$ cat config.mk
export PLATFORM = sky130hd
export DESIGN_NAME = hazard_unit
export DESIGN_NICKNAME = d
export VERILOG_FILES = /design/src/rtl/hazard_unit.sv
export SDC_FILE = /design/constraint.sdc
export NUM_CORES = 1
export LEC_CHECK = 0
export ABC_AREA = 1
export BUFFER_PORTS_ARGS = -buffer_cell sky130_fd_sc_hd__buf_2
export CAP_MARGIN = 20
export CORE_MARGIN = 5
export CORE_UTILIZATION = 35
export CTS_CLUSTER_SIZE = 16
export DETAILED_ROUTE_END_ITERATION = 8
export PLACE_DENSITY = 0.67
export SETUP_SLACK_MARGIN = 0.1
export SYNTH_ARGS = -nofsm -noshare
export SYNTH_HDL_FRONTEND = slang
export SYNTH_SLANG_ARGS = --single-unit
$ cat constraint.sdc
create_clock -name clk -period 1.5 [get_ports clk]
set_clock_uncertainty 0.05 [all_clocks]
set_input_delay 0.225 -clock clk [delete_from_list [all_inputs] [get_ports clk]]
set_output_delay 0.225 -clock clk [all_outputs]
set_load 0.01 [all_outputs]
$ cat src/rtl/hazard_unit.sv
// hazard_unit: five-stage pipeline hazard controller (RAW interlock, forwarding, redirect, back-pressure, event counters)
// Ports:
//   clk, reset                    clock and asynchronous active-high reset
//   id_valid/id_rd_en/id_rs1/id_rs2/id_we/id_rd/id_load   decode-stage instruction fields
//   redirect, mem_busy            taken control flow in E, data-memory back-pressure in M
//   stall_*/flush_*               per-stage hold and bubble controls (F, D, E, M, WB)
//   fwd_rs1/fwd_rs2               operand source: 00 regfile, 01 E, 10 M, 11 WB
//   raw_stall_cnt/redirect_cnt    saturating event counters
module hazard_unit #(
  parameter int AW       = 5,
  parameter int FWD_EN   = 0,
  parameter int ZERO_REG = 1,
  parameter int CNT_W    = 16
) (
  input  logic             clk,
  input  logic             reset,
  input  logic             id_valid,
  input  logic [1:0]       id_rd_en,
  input  logic [AW-1:0]    id_rs1,
  input  logic [AW-1:0]    id_rs2,
  input  logic             id_we,
  input  logic [AW-1:0]    id_rd,
  input  logic             id_load,
  input  logic             redirect,
  input  logic             mem_busy,
  output logic             stall_F,
  output logic             stall_D,
  output logic             stall_E,
  output logic             stall_M,
  output logic             stall_WB,
  output logic             flush_F,
  output logic             flush_D,
  output logic             flush_E,
  output logic             flush_M,
  output logic             flush_WB,
  output logic [1:0]       fwd_rs1,
  output logic [1:0]       fwd_rs2,
  output logic [CNT_W-1:0] raw_stall_cnt,
  output logic [CNT_W-1:0] redirect_cnt
);
  typedef struct packed {
    logic          v;
    logic          we;
    logic [AW-1:0] rd;
    logic          load;
  } ent_t;
  localparam logic [CNT_W-1:0] cnt_one = 1;
  ent_t e, m, wb;
  logic rd1, rd2, s1e, s1m, s1w, s2e, s2m, s2w, raw, hz, redir;
  logic unused;
  assign unused = wb.load;
  function automatic logic live(ent_t x);
    return x.v && x.we && !(ZERO_REG != 0 && x.rd == '0);
  endfunction
  always_comb begin
    rd1   = id_valid && id_rd_en[0];
    rd2   = id_valid && id_rd_en[1];
    s1e   = rd1 && live(e)  && e.rd  == id_rs1;
    s1m   = rd1 && live(m)  && m.rd  == id_rs1;
    s1w   = rd1 && live(wb) && wb.rd == id_rs1;
    s2e   = rd2 && live(e)  && e.rd  == id_rs2;
    s2m   = rd2 && live(m)  && m.rd  == id_rs2;
    s2w   = rd2 && live(wb) && wb.rd == id_rs2;
    // with forwarding only a load still in E cannot supply its result in time
    raw   = FWD_EN != 0 ? (s1e || s2e) && e.load : s1e || s1m || s1w || s2e || s2m || s2w;
    redir = !mem_busy && redirect;
    hz    = !mem_busy && !redirect && raw;
  end
  assign stall_F  = !reset && (mem_busy || hz);
  assign stall_D  = !reset && (mem_busy || hz);
  assign stall_E  = !reset && mem_busy;
  assign stall_M  = !reset && mem_busy;
  assign stall_WB = 1'b0;
  assign flush_F  = reset;
  assign flush_D  = reset || redir;
  assign flush_E  = reset || redir || hz;
  assign flush_M  = reset;
  assign flush_WB = reset || mem_busy;
  assign fwd_rs1  = (reset || FWD_EN == 0) ? 2'b00 : s1e ? 2'b01 : s1m ? 2'b10 : s1w ? 2'b11 : 2'b00;
  assign fwd_rs2  = (reset || FWD_EN == 0) ? 2'b00 : s2e ? 2'b01 : s2m ? 2'b10 : s2w ? 2'b11 : 2'b00;
  always_ff @(posedge clk or posedge reset) begin
    if (reset) begin
      e  <= '0;
      m  <= '0;
      wb <= '0;
    end else if (mem_busy) begin
      wb.v <= 1'b0;
    end else begin
      e  <= '{v: id_valid && !(redir || hz), we: id_we, rd: id_rd, load: id_load};
      m  <= e;
      wb <= m;
    end
  end
  always_ff @(posedge clk or posedge reset) begin
    if (reset) begin
      raw_stall_cnt <= '0;
      redirect_cnt  <= '0;
    end else begin
      if (hz && !(&raw_stall_cnt)) raw_stall_cnt <= raw_stall_cnt + cnt_one;
      if (redir && !(&redirect_cnt)) redirect_cnt <= redirect_cnt + cnt_one;
    end
  end
endmodule
* After elaboration in Yosys (flattened, before gate mapping)
Index checks and enable logic that the tools add are counted.
** Storage, ports and cells
- Register bits after elaboration :: 53
- Input bits :: 24
- Output and inout bits :: 46
- Logic and storage cells :: 72
** Cells by class
- Add/subtract/negate cells :: 2
- Eq/ne operators :: 6
- Mux-type cells :: 1
- Reductions and logical operators :: 52
** Operators with widths (count)
- $add A16 B1 Y16 const B :: 2
- $reduce_and A16 Y1 :: 2
- $eq A5 B5 Y1 :: 6
- $logic_and A1 B1 Y1 :: 28
- $logic_not A5 Y1 :: 3
- $logic_or A1 B1 Y1 :: 10
- $logic_not A1 Y1 :: 9
- $mux W1 :: 1

* Depth between registers and ports, before layout
- Depth in word-level cells :: 14
- Mapped depth :: 13

* Worst setup path before layout
Ideal clock, no wire load.
- Path type :: in2out
- From :: input reset
- To :: output flush_WB
- Arrival :: 1606 ps
- Setup slack :: -381 ps
- Stages on the path :: 2
- Cell sequence :: inv_1 > nand2_1
** Between the ends
- Longest elaborated chain between the ends :: 1
** RTL lines
- start, declared :: line 16 : input logic reset,
- $logic_or A1 B1 Y1 :: line 78 : assign flush_WB = reset || mem_busy;
- end, declared :: line 35 : output logic flush_WB,
No other way between the ends.

* Worst setup path after layout
- From :: register wb[2] in the netlist's numbering
- To :: output stall_D
** Between the ends
- Longest elaborated chain between the ends :: 12
** RTL lines
- start, declared :: line 48 : ent_t e, m, wb;
- start signal, assigned :: line 91 : wb <= m;
- $logic_not A5 Y1 :: line 53 : return x.v && x.we && !(ZERO_REG != 0 && x.rd == '0);
- $logic_not A1 Y1 :: line 53
- $logic_and A1 B1 Y1 :: line 53
- $logic_and A1 B1 Y1 (2 in a row) :: line 60 : s1w = rd1 && live(wb) && wb.rd == id_rs1;
- $logic_or A1 B1 Y1 (3 in a row) :: line 65 : raw = FWD_EN != 0 ? (s1e || s2e) && e.load : s1e || s1m || s1w || s2e || s2m || s2w;
- $logic_or A1 B1 Y1 (*) :: line 65
- $logic_and A1 B1 Y1 (*) :: line 67 : hz = !mem_busy && !redirect && raw;
- $logic_or A1 B1 Y1 (*) :: line 70 : assign stall_D = !reset && (mem_busy || hz);
- $logic_and A1 B1 Y1 (*) :: line 70
- end, declared :: line 27 : output logic stall_D,
Every way passes the cells marked *; elsewhere a longest branch is shown, timed or not.

==> run_summary.xml <==
<?xml version="1.0" encoding="UTF-8"?>
<metrics>
  <group name="status">
    <metric name="run_status" unit="">finished, violations left</metric>
    <metric name="violated_checks" unit="">setup timing</metric>
  </group>
  <group name="cells_and_area">
    <metric name="layout_common_cells" unit="">sky130_fd_sc_hd__nand2_1 (132), sky130_fd_sc_hd__buf_4 (102), sky130_fd_sc_hd__buf_2 (60)</metric>
    <metric name="antenna_cells" unit="">0</metric>
    <metric name="fillers" unit="">900</metric>
    <metric name="mostFrequentLayoutCell" unit="">sky130_fd_sc_hd__nand2_1</metric>
    <metric name="synthToLayoutAreaGrowth" unit="%">51.8</metric>
    <metric name="drive_gt1_share" unit="%">45.4</metric>
    <metric name="num-nets-final" unit="">686</metric>
    <metric name="layout.cells.non_filler" unit="">794</metric>
    <metric name="final_cell_area" unit="um^2">5320</metric>
  </group>
  <group name="routing">
    <metric name="iter_0_drt_violations" unit="">169</metric>
    <metric name="avgViaCountPerCell" unit="">4.78</metric>
    <metric name="drtAntennaViolNets" unit="">0</metric>
    <metric name="dr.pass1.iters" unit="">4</metric>
    <metric name="drc_errors" unit="">0</metric>
    <metric name="finalWirelength" unit="um">11000</metric>
    <metric name="post_drt_wl_per_cell" unit="um">13.8</metric>
    <metric name="dr_total_vias" unit="">3794</metric>
  </group>
  <group name="timing">
    <metric name="final-hold-violation-count" unit="">0</metric>
    <metric name="period_share" unit="%">145</metric>
    <metric name="report.final.setup_viol" unit="">35</metric>
    <metric name="rsz_0062_raised_after_global_routing" unit="">true</metric>
    <metric name="period_needed" unit="ps">2180</metric>
    <metric name="fin_tns_setup" unit="ps">-11720</metric>
    <metric name="timing.final.max_slew_violations" unit="">0</metric>
    <metric name="highest_clock_rate" unit="GHz">0.459</metric>
    <metric name="worst_setup_margin" unit="ps">-678</metric>
  </group>
  <group name="yosys">
    <metric name="ys_warn_count" unit="">0</metric>
    <metric name="post_synth_num_cell_types" unit="">33</metric>
    <metric name="synth-seq-area-share" unit="%">37.8</metric>
    <metric name="synthesis.area" unit="um^2">3510</metric>
    <metric name="synthCells" unit="">482</metric>
    <metric name="yosys_register_bits" unit="">53</metric>
    <metric name="syn_area_per_cell" unit="um^2">7.28</metric>
  </group>
  <group name="pwr">
    <metric name="pwr-share-seq" unit="%">42.6</metric>
    <metric name="p_int" unit="mW">2.64</metric>
    <metric name="power.density_cell_area" unit="nW/um^2">770</metric>
    <metric name="p_leak" unit="nW">2.77</metric>
    <metric name="power.share.clock" unit="%">21.0</metric>
    <metric name="power" unit="mW">4.10</metric>
    <metric name="power.share.switching" unit="%">35.5</metric>
    <metric name="ir_worst_vdd" unit="uV">572</metric>
    <metric name="pwr-share-comb" unit="%">36.5</metric>
    <metric name="p_sw" unit="mW">1.45</metric>
  </group>
  <group name="worst_setup_path">
    <metric name="timing.rr.start" unit="">wb[2]</metric>
    <metric name="worst-endpoint-arrival" unit="ps">1900</metric>
    <metric name="setup.worst_path.start" unit="">wb[2]</metric>
    <metric name="timing_worst_setup_path_type" unit="">flip-flop to output pin</metric>
    <metric name="crit_fanout" unit="">5</metric>
    <metric name="setup.worst_path.start_class" unit="">flip-flop</metric>
    <metric name="critPathCaptureType" unit="">output pin</metric>
    <metric name="worstPathRequired" unit="ps">1220</metric>
  </group>
  <group name="global_route">
    <metric name="first_global_vias" unit="">3806</metric>
    <metric name="number_of_antenna_violations_at_the_first_check_in_global_routing" unit="">1</metric>
    <metric name="grt_pass1_wl" unit="um">17600</metric>
    <metric name="grt_usage" unit="%">18.2</metric>
    <metric name="maximum_number_of_pins_on_one_net_before_global_route_repair" unit="">54</metric>
    <metric name="globalRouteOverflowTotal" unit="">0</metric>
  </group>
  <group name="place">
    <metric name="placed_cells" unit="">759</metric>
    <metric name="dp_worst_setup_slack" unit="ps">-324</metric>
    <metric name="placed_area" unit="um^2">4710</metric>
    <metric name="gp_congestion" unit="">1.00</metric>
    <metric name="port_buffers" unit="">63</metric>
    <metric name="place.detailed.hpwl" unit="um">7700</metric>
  </group>
  <group name="clocking">
    <metric name="cts_root_buf" unit="">sky130_fd_sc_hd__clkbuf_8</metric>
    <metric name="cts_inserted_buffers" unit="">5</metric>
    <metric name="cts-hold-fix-buffers" unit="">0</metric>
    <metric name="numClockSinks" unit="">53</metric>
    <metric name="h-tree-depth" unit="">2</metric>
    <metric name="number_of_buffers_on_the_longest_clock_path" unit="">2</metric>
    <metric name="tritoncts" unit="">done</metric>
    <metric name="clk-insertion-delay-late" unit="ps">320</metric>
    <metric name="cts_clk_pin_slew_worst_paths" unit="ps">110</metric>
  </group>
  <group name="floorplan">
    <metric name="fp.dieArea" unit="um^2">12100</metric>
    <metric name="fp.dieH" unit="um">110</metric>
    <metric name="std_cell_rows" unit="">36</metric>
    <metric name="design.core.area" unit="um^2">9770</metric>
    <metric name="ioPinCount" unit="">70</metric>
    <metric name="die_width" unit="um">110</metric>
    <metric name="start_util" unit="%">35.9</metric>
  </group>
  <group name="run">
    <metric name="max_cap_violations" unit="">0</metric>
  </group>
  <group name="hold_path">
    <metric name="hp-class" unit="">primary input to async pin</metric>
  </group>
</metrics>
state kept, by name, summed over array words and instances, names as in the netlist:
signal and count:
raw_stall_cnt 16, e 7, redirect_cnt 16, wb 7, m 7
layout make-up:
type                       count  area, um^2  area share (%)
clock inverter                 3        21.3           0.400
inverter                      65         248            4.65
clock buffer                   5        68.8            1.29
multi-input combinational    354        2190            41.1
tap                          133         166            3.13
sequential                    53        1330            25.0
timing repair buffer         181        1300            24.4
final timing paths:
check | slack [ps] | depth (start not counted) | endpoint
min in group clk | 70 | 3 | e[4]
worst min-delay path | 20 | 3 | redirect_cnt[12]
max in group asynchronous | 1120 | 3 | raw_stall_cnt[13]
worst max register to register | -590 | 14 | raw_stall_cnt[4]
worst min register to register | 440 | 1 | redirect_cnt[15]
worst max-delay path | -680 | 10 | stall_D
logic make-up after synthesis:
kind of cell             after synthesis  share of synthesized area, %
AND/OR/NAND/NOR                      292                          40.0
buffers and inverters                 79                          9.67
flip-flops                            53                          37.8
XOR/XNOR                              34                          8.49
AO/OA/AOI/OAI                         20                          2.89
adder cells (fa/ha/maj)                2                         0.713
other                                  1                         0.107
multiplexers                           1                         0.321
power groups by stage:
stage	logic [mW]	clock network [mW]	registers, mW
after floorplan	0.526	0	1.79
after global placement	1.12	0	1.72
after detailed placement	1.14	0	1.72
after CTS	1.27	0.888	1.70
after global routing	1.63	0.945	1.76
final	1.49	0.859	1.74
worst max-delay path, cell delays in order (launching register included):
cell                      delay (ps)
sky130_fd_sc_hd__dfrtp_2         460
sky130_fd_sc_hd__xnor2_1         190
sky130_fd_sc_hd__nand2_1         110
sky130_fd_sc_hd__nor2_1          110
sky130_fd_sc_hd__nand3_1          80
sky130_fd_sc_hd__nand2_1          80
sky130_fd_sc_hd__nand2_2          80
sky130_fd_sc_hd__nand3_4         100
sky130_fd_sc_hd__nand2_4          70
sky130_fd_sc_hd__a21oi_4         170
sky130_fd_sc_hd__buf_6           120
synth_stat cells (all sizes together):
library cell  number  area share, %
ha                 2           0.71
nor4               2           0.36
mux2               1           0.32
dfrtp             53             38
nand2            161             18
o21ai             18            2.6
conb               1           0.11
nor3              12            2.8
a21oi              1           0.14
clkbuf             3           0.32
o22ai              1           0.18
buf               11            2.4
nand3b             4           0.86
nand3             33            6.1
nor2              53            6.8
xor2              20            5.0
inv               65            7.0
xnor2             14            3.5
nand4             27            5.4
metrics by stage:
step	utilization (%)	hold WS [ps]
floorplan	-	241
global placement	48.2	372
detailed placement	48.2	372
CTS	52.1	17.7
global route	54.5	32.7
finish	54.5	15.8
metal layers:
layer	up-vias	routed length, um	GRT usage [%]
met3	22	682	3.44
met2	107	5360	31.1
met5	-	7	0
met1	1796	4650	22.9
met4	2	252	6.68
li1	1867	-	-
timing repair:
action                                  in CTS  in global routing
resized for setup                           33                 56
pin swaps                                   11                 28
endpoints found under the setup margin      35                 36
setup buffers                               22                 12
No activity file was read; power rests on OpenSTA's default activity.
